==> config.mk <==
export PLATFORM = sky130hd
export DESIGN_NAME = fetch_stage_flat
export DESIGN_NICKNAME = d
export VERILOG_FILES = /design/src/rtl/fetch_stage_if.sv /design/src/rtl/fetch_stage.sv /design/src/flat_wrapper.sv
export SDC_FILE = /design/constraint.sdc
export NUM_CORES = 1
export LEC_CHECK = 0
export BUFFER_PORTS_ARGS = -buffer_cell sky130_fd_sc_hd__buf_2
export CELL_PAD_IN_SITES_DETAIL_PLACEMENT = 0
export CELL_PAD_IN_SITES_GLOBAL_PLACEMENT = 1
export CORE_ASPECT_RATIO = 0.75
export CORE_UTILIZATION = 37
export DETAILED_ROUTE_END_ITERATION = 12
export GPL_TIMING_DRIVEN = 0
export PLACE_DENSITY_LB_ADDON = 0.1
export SYNTH_ARGS = -nofsm -noshare
export SYNTH_HDL_FRONTEND = slang
export SYNTH_SLANG_ARGS = --single-unit
==> constraint.sdc <==
create_clock -name clk -period 2.1 [get_ports clk]
set_input_delay 0.21 -clock clk [delete_from_list [all_inputs] [get_ports clk]]
set_output_delay 0.21 -clock clk [all_outputs]
set_load 0.005 [all_outputs]
==> src/rtl/fetch_stage_if.sv <==
// -----------------------------------------------------------------------------
// fetch_stage_if
//   Bundles every non-clock signal of fetch_stage: the initiator handshake
//   (dir/data_in/ack_in/overflow and dor/ack_out/data_out/err) and the
//   memory_controller device port (mem_en/mem_addr/mem_di/mem_do_ack/mem_do).
//
// Parameters
//   AW  address width (data_in, mem_addr)
//   DW  data width    (data_out, mem_di, mem_do)
//
// Modports
//   slave   fetch_stage side: responder to the initiator, requester to memory
//   master  environment side: the initiator plus the memory controller
// -----------------------------------------------------------------------------
interface fetch_stage_if #(
    parameter int AW = 8,
    parameter int DW = 8
);
    // initiator -> fetch stage
    logic          dir;
    logic [AW-1:0] data_in;
    logic          ack_out;
    // fetch stage -> initiator
    logic          ack_in;
    logic          overflow;
    logic          dor;
    logic [DW-1:0] data_out;
    logic          err;
    // fetch stage <-> memory controller
    logic          mem_en;
    logic [AW-1:0] mem_addr;
    logic [DW-1:0] mem_di;
    logic          mem_do_ack;
    logic [DW-1:0] mem_do;

    modport slave (
        input  dir, data_in, ack_out, mem_do_ack, mem_do,
        output ack_in, overflow, dor, data_out, err, mem_en, mem_addr, mem_di
    );

    modport master (
        output dir, data_in, ack_out, mem_do_ack, mem_do,
        input  ack_in, overflow, dor, data_out, err, mem_en, mem_addr, mem_di
    );
endinterface

==> src/rtl/fetch_stage.sv <==
// -----------------------------------------------------------------------------
// fetch_stage
//   Responder end of the DIR/DOR/ack pipeline handshake. Fetch addresses from
//   the initiator are queued, read one at a time through the memory
//   controller port, and each fetched byte is presented with dor held until
//   the initiator acks it. The queue lets the initiator issue a new address
//   in the same cycle it acks the previous result.
//
// Parameters
//   AW       address width
//   DW       data width
//   QDEPTH   address queue depth (power of 2, >= 2)
//   TIMEOUT  cycles mem_en may stay high before the fetch is aborted
//
// Ports
//   clk    clock, all logic on the rising edge
//   reset  synchronous, active-high reset
//   bus    fetch_stage_if.slave: initiator handshake and memory port
//
// Optional feature
//   FETCH_TIMEOUT_EN  when defined, a fetch with no mem_do_ack after TIMEOUT
//                     cycles is aborted and returned with err=1 and
//                     data_out all ones. When undefined, WAIT lasts until
//                     mem_do_ack and err is tied 0.
// -----------------------------------------------------------------------------
module fetch_stage #(
    parameter int AW      = 8,
    parameter int DW      = 8,
    parameter int QDEPTH  = 2,
    parameter int TIMEOUT = 16
) (
    input  logic         clk,
    input  logic         reset,
    fetch_stage_if.slave bus
);
    localparam int IW = $clog2(QDEPTH);
    localparam int PW = IW + 1;

    if (QDEPTH < 2 || (QDEPTH & (QDEPTH - 1)) != 0) begin : g_bad_qdepth
        $error("fetch_stage: QDEPTH must be a power of 2 and at least 2");
    end
    if (TIMEOUT < 1) begin : g_bad_timeout
        $error("fetch_stage: TIMEOUT must be at least 1");
    end

    typedef enum logic [1:0] {
        ST_IDLE,
        ST_WAIT,
        ST_HOLD
    } state_t;

    state_t state, state_next;

    // Address queue. The extra pointer bit tells full from empty.
    logic [AW-1:0] q_mem [QDEPTH];
    logic [PW-1:0] wr_ptr, rd_ptr;
    logic          empty, full, enq;

    // FSM control strobes
    logic launch;          // dequeue head and start a memory read
    logic capture;         // memory answered: latch data, raise dor
    logic abort_fetch;     // timeout: return error result
    logic release_result;  // initiator acked: drop dor
    logic timeout_hit;

    // Registered outputs
    logic          ack_in_q, overflow_q, dor_q, mem_en_q;
    logic [DW-1:0] data_out_q;
    logic [AW-1:0] mem_addr_q;

    assign empty = (wr_ptr == rd_ptr);
    assign full  = (wr_ptr[IW-1:0] == rd_ptr[IW-1:0]) && (wr_ptr[PW-1] != rd_ptr[PW-1]);
    // A full queue still accepts when the head leaves in the same cycle.
    assign enq   = bus.dir && (!full || launch);

    // ---------------------------------------------------------------- FSM
    // NOTE: sequential state uses non-blocking assignments so every flop
    // samples pre-edge values regardless of process evaluation order.
    always_ff @(posedge clk) begin
        if (reset) begin
            state <= ST_IDLE;
        end else begin
            state <= state_next;
        end
    end

    // NOTE: every signal written here gets a default first, so no path
    // through the case leaves it unassigned and no latch is inferred.
    always_comb begin
        state_next = state;
        unique case (state)
            ST_IDLE: if (!empty) state_next = ST_WAIT;
            ST_WAIT: if (bus.mem_do_ack || timeout_hit) state_next = ST_HOLD;
            ST_HOLD: if (bus.ack_out) state_next = empty ? ST_IDLE : ST_WAIT;
            default: state_next = ST_IDLE;
        endcase
    end

    // ack_out only matters in HOLD (the only state with dor=1), and
    // mem_do_ack only in WAIT, so stray pulses elsewhere are ignored.
    always_comb begin
        launch         = 1'b0;
        capture        = 1'b0;
        abort_fetch    = 1'b0;
        release_result = 1'b0;
        unique case (state)
            ST_IDLE: launch = !empty;
            ST_WAIT: begin
                capture     = bus.mem_do_ack;
                abort_fetch = !bus.mem_do_ack && timeout_hit;
            end
            ST_HOLD: begin
                release_result = bus.ack_out;
                launch         = bus.ack_out && !empty;
            end
            default: ;
        endcase
    end

    // ------------------------------------------------------ wait timeout
`ifdef FETCH_TIMEOUT_EN
    localparam int CW = $clog2(TIMEOUT + 1);

    logic [CW-1:0] wait_cnt;
    logic          err_q;

    // The abort fires in the WAIT cycle whose increment would bring the
    // count to TIMEOUT, so mem_en stays high for exactly TIMEOUT cycles.
    assign timeout_hit = (state == ST_WAIT) && (wait_cnt == CW'(TIMEOUT - 1));

    always_ff @(posedge clk) begin
        if (reset) begin
            wait_cnt <= '0;
            err_q    <= 1'b0;
        end else begin
            wait_cnt <= (state == ST_WAIT && state_next == ST_WAIT) ? wait_cnt + CW'(1) : '0;
            if (capture)     err_q <= 1'b0;
            if (abort_fetch) err_q <= 1'b1;
        end
    end

    assign bus.err = err_q;
`else
    assign timeout_hit = 1'b0;
    assign bus.err     = 1'b0;
`endif

    // -------------------------------------------------- queue storage
    // NOTE: the storage array has no reset; an entry is only read after it
    // was written, and the pointers (which are reset) decide validity.
    always_ff @(posedge clk) begin
        if (enq) q_mem[wr_ptr[IW-1:0]] <= bus.data_in;
    end

    // ------------------------------------------- pointers and outputs
    always_ff @(posedge clk) begin
        if (reset) begin
            wr_ptr     <= '0;
            rd_ptr     <= '0;
            ack_in_q   <= 1'b0;
            overflow_q <= 1'b0;
            dor_q      <= 1'b0;
            mem_en_q   <= 1'b0;
            data_out_q <= '0;
            mem_addr_q <= '0;
        end else begin
            ack_in_q <= enq;
            if (bus.dir && !enq) overflow_q <= 1'b1;
            if (enq) wr_ptr <= wr_ptr + PW'(1);
            if (launch) begin
                rd_ptr     <= rd_ptr + PW'(1);
                mem_en_q   <= 1'b1;
                mem_addr_q <= q_mem[rd_ptr[IW-1:0]];
            end
            if (capture) begin
                mem_en_q   <= 1'b0;
                data_out_q <= bus.mem_do;
                dor_q      <= 1'b1;
            end
            if (abort_fetch) begin
                mem_en_q   <= 1'b0;
                data_out_q <= '1;
                dor_q      <= 1'b1;
            end
            // launch and release share the HOLD exit; dor drops as the next
            // read starts, with no idle bubble in between.
            if (release_result) dor_q <= 1'b0;
        end
    end

    assign bus.ack_in   = ack_in_q;
    assign bus.overflow = overflow_q;
    assign bus.dor      = dor_q;
    assign bus.data_out = data_out_q;
    assign bus.mem_en   = mem_en_q;
    assign bus.mem_addr = mem_addr_q;
    assign bus.mem_di   = '0;
endmodule

==> src/flat_wrapper.sv <==
// flat-port wrapper written by rule: the top's interface ports become plain ports
module fetch_stage_flat 
#(
    parameter int AW      = 8,
    parameter int DW      = 8,
    parameter int QDEPTH  = 2,
    parameter int TIMEOUT = 16
)
  (clk, reset, bus_dir, bus_data_in, bus_ack_out, bus_mem_do_ack, bus_mem_do, bus_ack_in, bus_overflow, bus_dor, bus_data_out, bus_err, bus_mem_en, bus_mem_addr, bus_mem_di);
  fetch_stage_if #(.AW(AW), .DW(DW)) bus_i ();
  input  logic clk;
  input  logic reset;
  input wire logic [$bits(bus_i.dir)-1:0] bus_dir;
  input wire logic [$bits(bus_i.data_in)-1:0] bus_data_in;
  input wire logic [$bits(bus_i.ack_out)-1:0] bus_ack_out;
  input wire logic [$bits(bus_i.mem_do_ack)-1:0] bus_mem_do_ack;
  input wire logic [$bits(bus_i.mem_do)-1:0] bus_mem_do;
  output wire logic [$bits(bus_i.ack_in)-1:0] bus_ack_in;
  output wire logic [$bits(bus_i.overflow)-1:0] bus_overflow;
  output wire logic [$bits(bus_i.dor)-1:0] bus_dor;
  output wire logic [$bits(bus_i.data_out)-1:0] bus_data_out;
  output wire logic [$bits(bus_i.err)-1:0] bus_err;
  output wire logic [$bits(bus_i.mem_en)-1:0] bus_mem_en;
  output wire logic [$bits(bus_i.mem_addr)-1:0] bus_mem_addr;
  output wire logic [$bits(bus_i.mem_di)-1:0] bus_mem_di;
  assign bus_i.dir = bus_dir;
  assign bus_i.data_in = bus_data_in;
  assign bus_i.ack_out = bus_ack_out;
  assign bus_i.mem_do_ack = bus_mem_do_ack;
  assign bus_i.mem_do = bus_mem_do;
  assign bus_ack_in = bus_i.ack_in;
  assign bus_overflow = bus_i.overflow;
  assign bus_dor = bus_i.dor;
  assign bus_data_out = bus_i.data_out;
  assign bus_err = bus_i.err;
  assign bus_mem_en = bus_i.mem_en;
  assign bus_mem_addr = bus_i.mem_addr;
  assign bus_mem_di = bus_i.mem_di;
  fetch_stage #(.AW(AW), .DW(DW), .QDEPTH(QDEPTH), .TIMEOUT(TIMEOUT)) u_core (.clk(clk), .reset(reset), .bus(bus_i));
endmodule
Word level (Yosys, flattened, before mapping) --
Memory sizes are Yosys's and may differ from the RTL's. A register that Yosys moved wholly into a read port is not among the register bits. Cells that the tools add are included.
Cells by class: add/sub/neg operators 2, equal/unequal tests 8, multiplexer cells 10, reductions and logical operators 12
Operators by type and width (number):
- 2-bit two-way mux | 3
- 2-bit != test (second input constant) | 3
- 2-bit one-hot mux with 3 select lines | 1
- 1-bit two-way mux | 5
- 2-bit by 1-bit adder with 2-bit output (second input constant) | 2
- 1-bit logical AND | 4
- 2-bit OR reduction | 2
- 1-bit zero test | 3
- 3-bit AND reduction | 1
- 2-bit by 1-bit == test with 1-bit output (second input constant) | 1
- 2-bit == test | 1
- 2-bit == test (second input constant) | 1
- 2-bit zero test | 1
- 1-bit one-hot mux with 2 select lines | 1
- 1-bit == test | 1
- 1-bit logical OR | 1
- 1-bit != test | 1
Word-level totals: bits in registers 18, RAM bits 16, input port bits 21, memories kept 1
Memories:
- u_core.q_mem | words 2, width 8, rd ports 1, clocked after memory_dff 1, wr ports 1, RTL line fetch_stage.sv:55 | logic [AW-1:0] q_mem [QDEPTH];

Depth between registers and ports, before layout --
depth in word-level cells 8, gate-level depth with buffers 5, mapped depth without buffers 4

Worst setup path after synthesis --
No wires, ideal clock.
path type reg2reg, from register u_core.wr_ptr[1], to memory u_core.q_mem[0][0], enable pin, arrival 1.364 ns, setup slack 0.366 ns, cell stages (with the launch flop) 5, buffers on the path 0, cells stage by stage dfxtp_1 xnor2_1 a21oi_1 a21bo_2 nor2_1
Between the ends: cells in the longest elaborated chain, start to end 8, elaborated cells on any way between the ends 11
RTL lines:
- start, declared | RTL line fetch_stage.sv:56 | logic [PW-1:0] wr_ptr, rd_ptr;
- start signal, assigned | RTL line fetch_stage.sv:169 | if (enq) wr_ptr <= wr_ptr + PW'(1);
- 2-bit == test | RTL line fetch_stage.sv:71 | assign empty = (wr_ptr == rd_ptr);
- 1-bit zero test
- 1-bit logical AND | RTL line fetch_stage.sv:114 | launch = bus.ack_out && !empty;
- 1-bit one-hot mux with 2 select lines | RTL line fetch_stage.sv:106 | unique case (state)
- 1-bit logical OR (*) | RTL line fetch_stage.sv:74 | assign enq = bus.dir && (!full || launch);
- 1-bit logical AND (*) | RTL line fetch_stage.sv:74
- 1-bit two-way mux (*) | RTL line fetch_stage.sv:152 | if (enq) q_mem[wr_ptr[IW-1:0]] <= bus.data_in;
- 1-bit two-way mux (not written as such) (*) | RTL line fetch_stage.sv:152
- end, declared | RTL line fetch_stage.sv:55
Mark *: on every way between the ends. The rest lies on a longest branch, timed or not.

Worst setup path after layout --
from register u_core.wr_ptr[1], to memory u_core.q_mem[1][2], enable pin
Same word-level chain as after synthesis.

==> flow_summary.toml <==
[setup_path]
cp-start-kind = "flop"
endpoint = "u_core.q_mem[1][2]$_DFFE_PP_"
cp-startpoint = "u_core.wr_ptr[1]$_SDFFE_PP0P_"
r2r_setup_slack_ns = 0.18
crit_required_ns = 2.02
reg2reg_depth = 3
crit_type = "flop to flop"
critPathCaptureType = "flop"
arrival_ns = 1.84
critPathMaxFanout = 9
r2r-end = "u_core.q_mem[1][2]$_DFFE_PP_"
r2r-start = "u_core.wr_ptr[1]$_SDFFE_PP0P_"

[place]
gp_congestion = 0.763
dp_slack_ns = 0.0413
dp_hpwl_mm = 2.21
port_buffers = 39
place_area_um2 = 1920

[route]
wl_met1_mm = 1.42
post_drt_wl_per_cell_um = 11.8
num_vias = 1170
viasPerCell = 4.52
wl_met3_um = 183
drc = 0
first_iter_violations = 43
drtPass1Iterations = 4
postRouteAntennaNets = 0
dr_wl_met2_mm = 1.44
routed_wl_mm = 3.05
highest_layer = "met4"

[floorplanning]
die_w_um = 78.5
pin_count = 50
core_area_um2 = 4130
start_util = 0.393
die_h_um = 59.4
std_cell_rows = 20
dieArea_um2 = 4660

[timing]
finClkSkew_ns = 0.00447
slew_viol_final = 0
hold_viol = 0
tns_ns = 0
setup_slack_ns = 0.181
fmax_mhz = 521
setup_viol = 0
worst_pin_slew_ns = 0.816
min_period_ns = 1.92
slew_headroom = 0.454
finalCritPeriodShare = 0.914
hold_ws_ns = 0.109
rsz0062_at_grt = "no"

[logic_synthesis]
synthesis.area_um2 = 1620
synth_area_leader_cell = "dfxtp_1"
ys_ff_latch = 42
synth_edf_count = 16
ys.warnings.count = 0
synth.most_common_cell = "dfxtp_1"
yosysSeqAreaShare = 0.616
synth_top_area_frac = 0.320
ys_types = 25
ys.flop_type = "dfxtp_1"
async_flop_share = 0
synth_common_cells = "26 x dfxtp_1, 20 x nand2_1, 20 x nor2_1"
avgSynthCellArea_um2 = 10.9
synth.area.top_cells = "dfxtp_1 32%, edfxtp_1 30%, mux2i_1 4.9%"
syn_inst = 149

[global_route]
grt_pass1_vias = 1119
grt_use_total = 0.142
grt_pass1_wl_mm = 4.89
grt_overflow = 0
antenna_found_initial = 0
grt_max_degree = 14

[min_path]
min_path_cells = 1
min_path_type = "input port to flop"

[layout]
n_fill_cell = 425
multi_input_area_um2 = 543
finalInstanceArea_um2 = 2030
syn2layout_area_growth_pct = 25.0
register_area_um2 = 1000
nets = 224
drive_above_1_share = 0.304
antenna_cells = 0

[clocking]
cts_sinks = 42
cts.clk_slew.worst_paths_ns = 0.08
htreeDepth = 2
cts_hold_buf = 0
clk_path_buf_depth = 2
cts_tree = "yes"
cts_buffers = 5
insertion_delay_ns = 0.28
root_buffer = "clkbuf_8"

[pwr]
vdd_ir_drop_max_mv = 0.587
finalPower_uw = 2490
p_leak_uw = 0.000840
p_per_area_nw_per_um2 = 1220

[outcome]
status = "finished clean"

[run]
maxCapViolations = 0
==> cells by family (layout without fill, tap and decap cells) <==
| kind of cell | count (synthesis) | in the layout | share of synthesized area |
|---|---|---|---|
| other | 1 | 9 | 0.00231 |
| DFF | 42 | 42 | 0.616 |
| xor gates and xnor gates | 4 | 4 | 0.0216 |
| and+or+nand+nor | 47 | 47 | 0.121 |
| buffers and inverters | 18 | 65 | 0.0693 |
| AOI/OAI and AO/OA | 29 | 29 | 0.120 |
| muxes | 8 | 8 | 0.0493 |
==> worst max-delay path: stages, from the launching register on <==
cell	delay [ns]
dfxtp_1	0.33
xnor2_1	0.40
a211oi_1	0.15
nor2_1	0.67
==> power by group <==
part	total, µW	internal, µW	switching, µW
clock	622	355	267
combinational	738	337	402
sequential	1120	1020	101
total	2490	1710	770
==> cell usage in the layout, fill, tap and decap left out <==
cell type / count
buf_2: 39
dfxtp_1: 26
nand2_1: 20
nor2_1: 19
edfxtp_1: 16
a21oi_1: 14
buf_4: 10
a211oi_1: 10
conb_1: 9
mux2i_1: 8
clkbuf_8: 5
xnor2_1: 4
inv_1: 3
clkbuf_1: 3
nand2b_1: 2
buf_1: 2
a21bo_2: 1
nor2_2: 1
nor2b_1: 1
a211oi_4: 1
buf_6: 1
nor3_1: 1
a31oi_1: 1
a2111oi_0: 1
o21ai_0: 1
or3_1: 1
or2_2: 1
nor3_2: 1
clkinvlp_4: 1
bufinv_16: 1
==> stage by stage <==
stage / instances / util
final: 259 / 0.492
after global routing: 259 / 0.492
after CTS: 259 / 0.491
after detailed placement: 251 / 0.465
after global placement: 251 / 0.465
after floorplan: 157 / -
==> final cells by class <==
type | instances | share of cell area
Buffer | 15 | 0.0499
Timing Repair Buffer | 39 | 0.0961
Sequential cell | 42 | 0.493
Tap cell | 55 | 0.0339
Clock inverter | 2 | 0.0185
Multi-Input combinational cell | 97 | 0.267
Inverter | 3 | 0.00555
Clock buffer | 6 | 0.0357
==> repair_timing <==
action                                  4_1_cts  5_1_grt
endpoints found under the setup margin        0        8
gates resized for setup                       0        1
buffers inserted                              0        0
==> layer usage <==
layer  track usage  vias up
met4        0.0476        0
met5             0        -
li1              -      603
met2         0.243       38
met3        0.0492        2
met1         0.170      527
==> sequential cells by signal (all words and copies together) (netlist names) <==
register / flops
u_core.bus.overflow: 1
u_core.q_mem: 16
u_core.wr_ptr: 2
u_core.bus.mem_addr: 8
u_core.bus.ack_in: 1
u_core.rd_ptr: 2
u_core.bus.mem_en: 1
u_core.state: 2
u_core.bus.data_out: 8
u_core.bus.dor: 1
==> worst min-delay path by stage <==
stage                   startpoint                      endpoint  slack (ns)
floorplan           bus_data_in[0]  u_core.q_mem[0][0]$_DFFE_PP_        0.31
global placement    bus_data_in[5]  u_core.q_mem[0][5]$_DFFE_PP_        0.40
detailed placement  bus_data_in[6]  u_core.q_mem[0][6]$_DFFE_PP_        0.40
CTS                 bus_data_in[6]  u_core.q_mem[0][6]$_DFFE_PP_         0.1
global route        bus_data_in[1]  u_core.q_mem[0][1]$_DFFE_PP_         0.1
finish              bus_data_in[6]  u_core.q_mem[1][6]$_DFFE_PP_        0.11
Note: power is estimated with default switching activity, not from simulation.
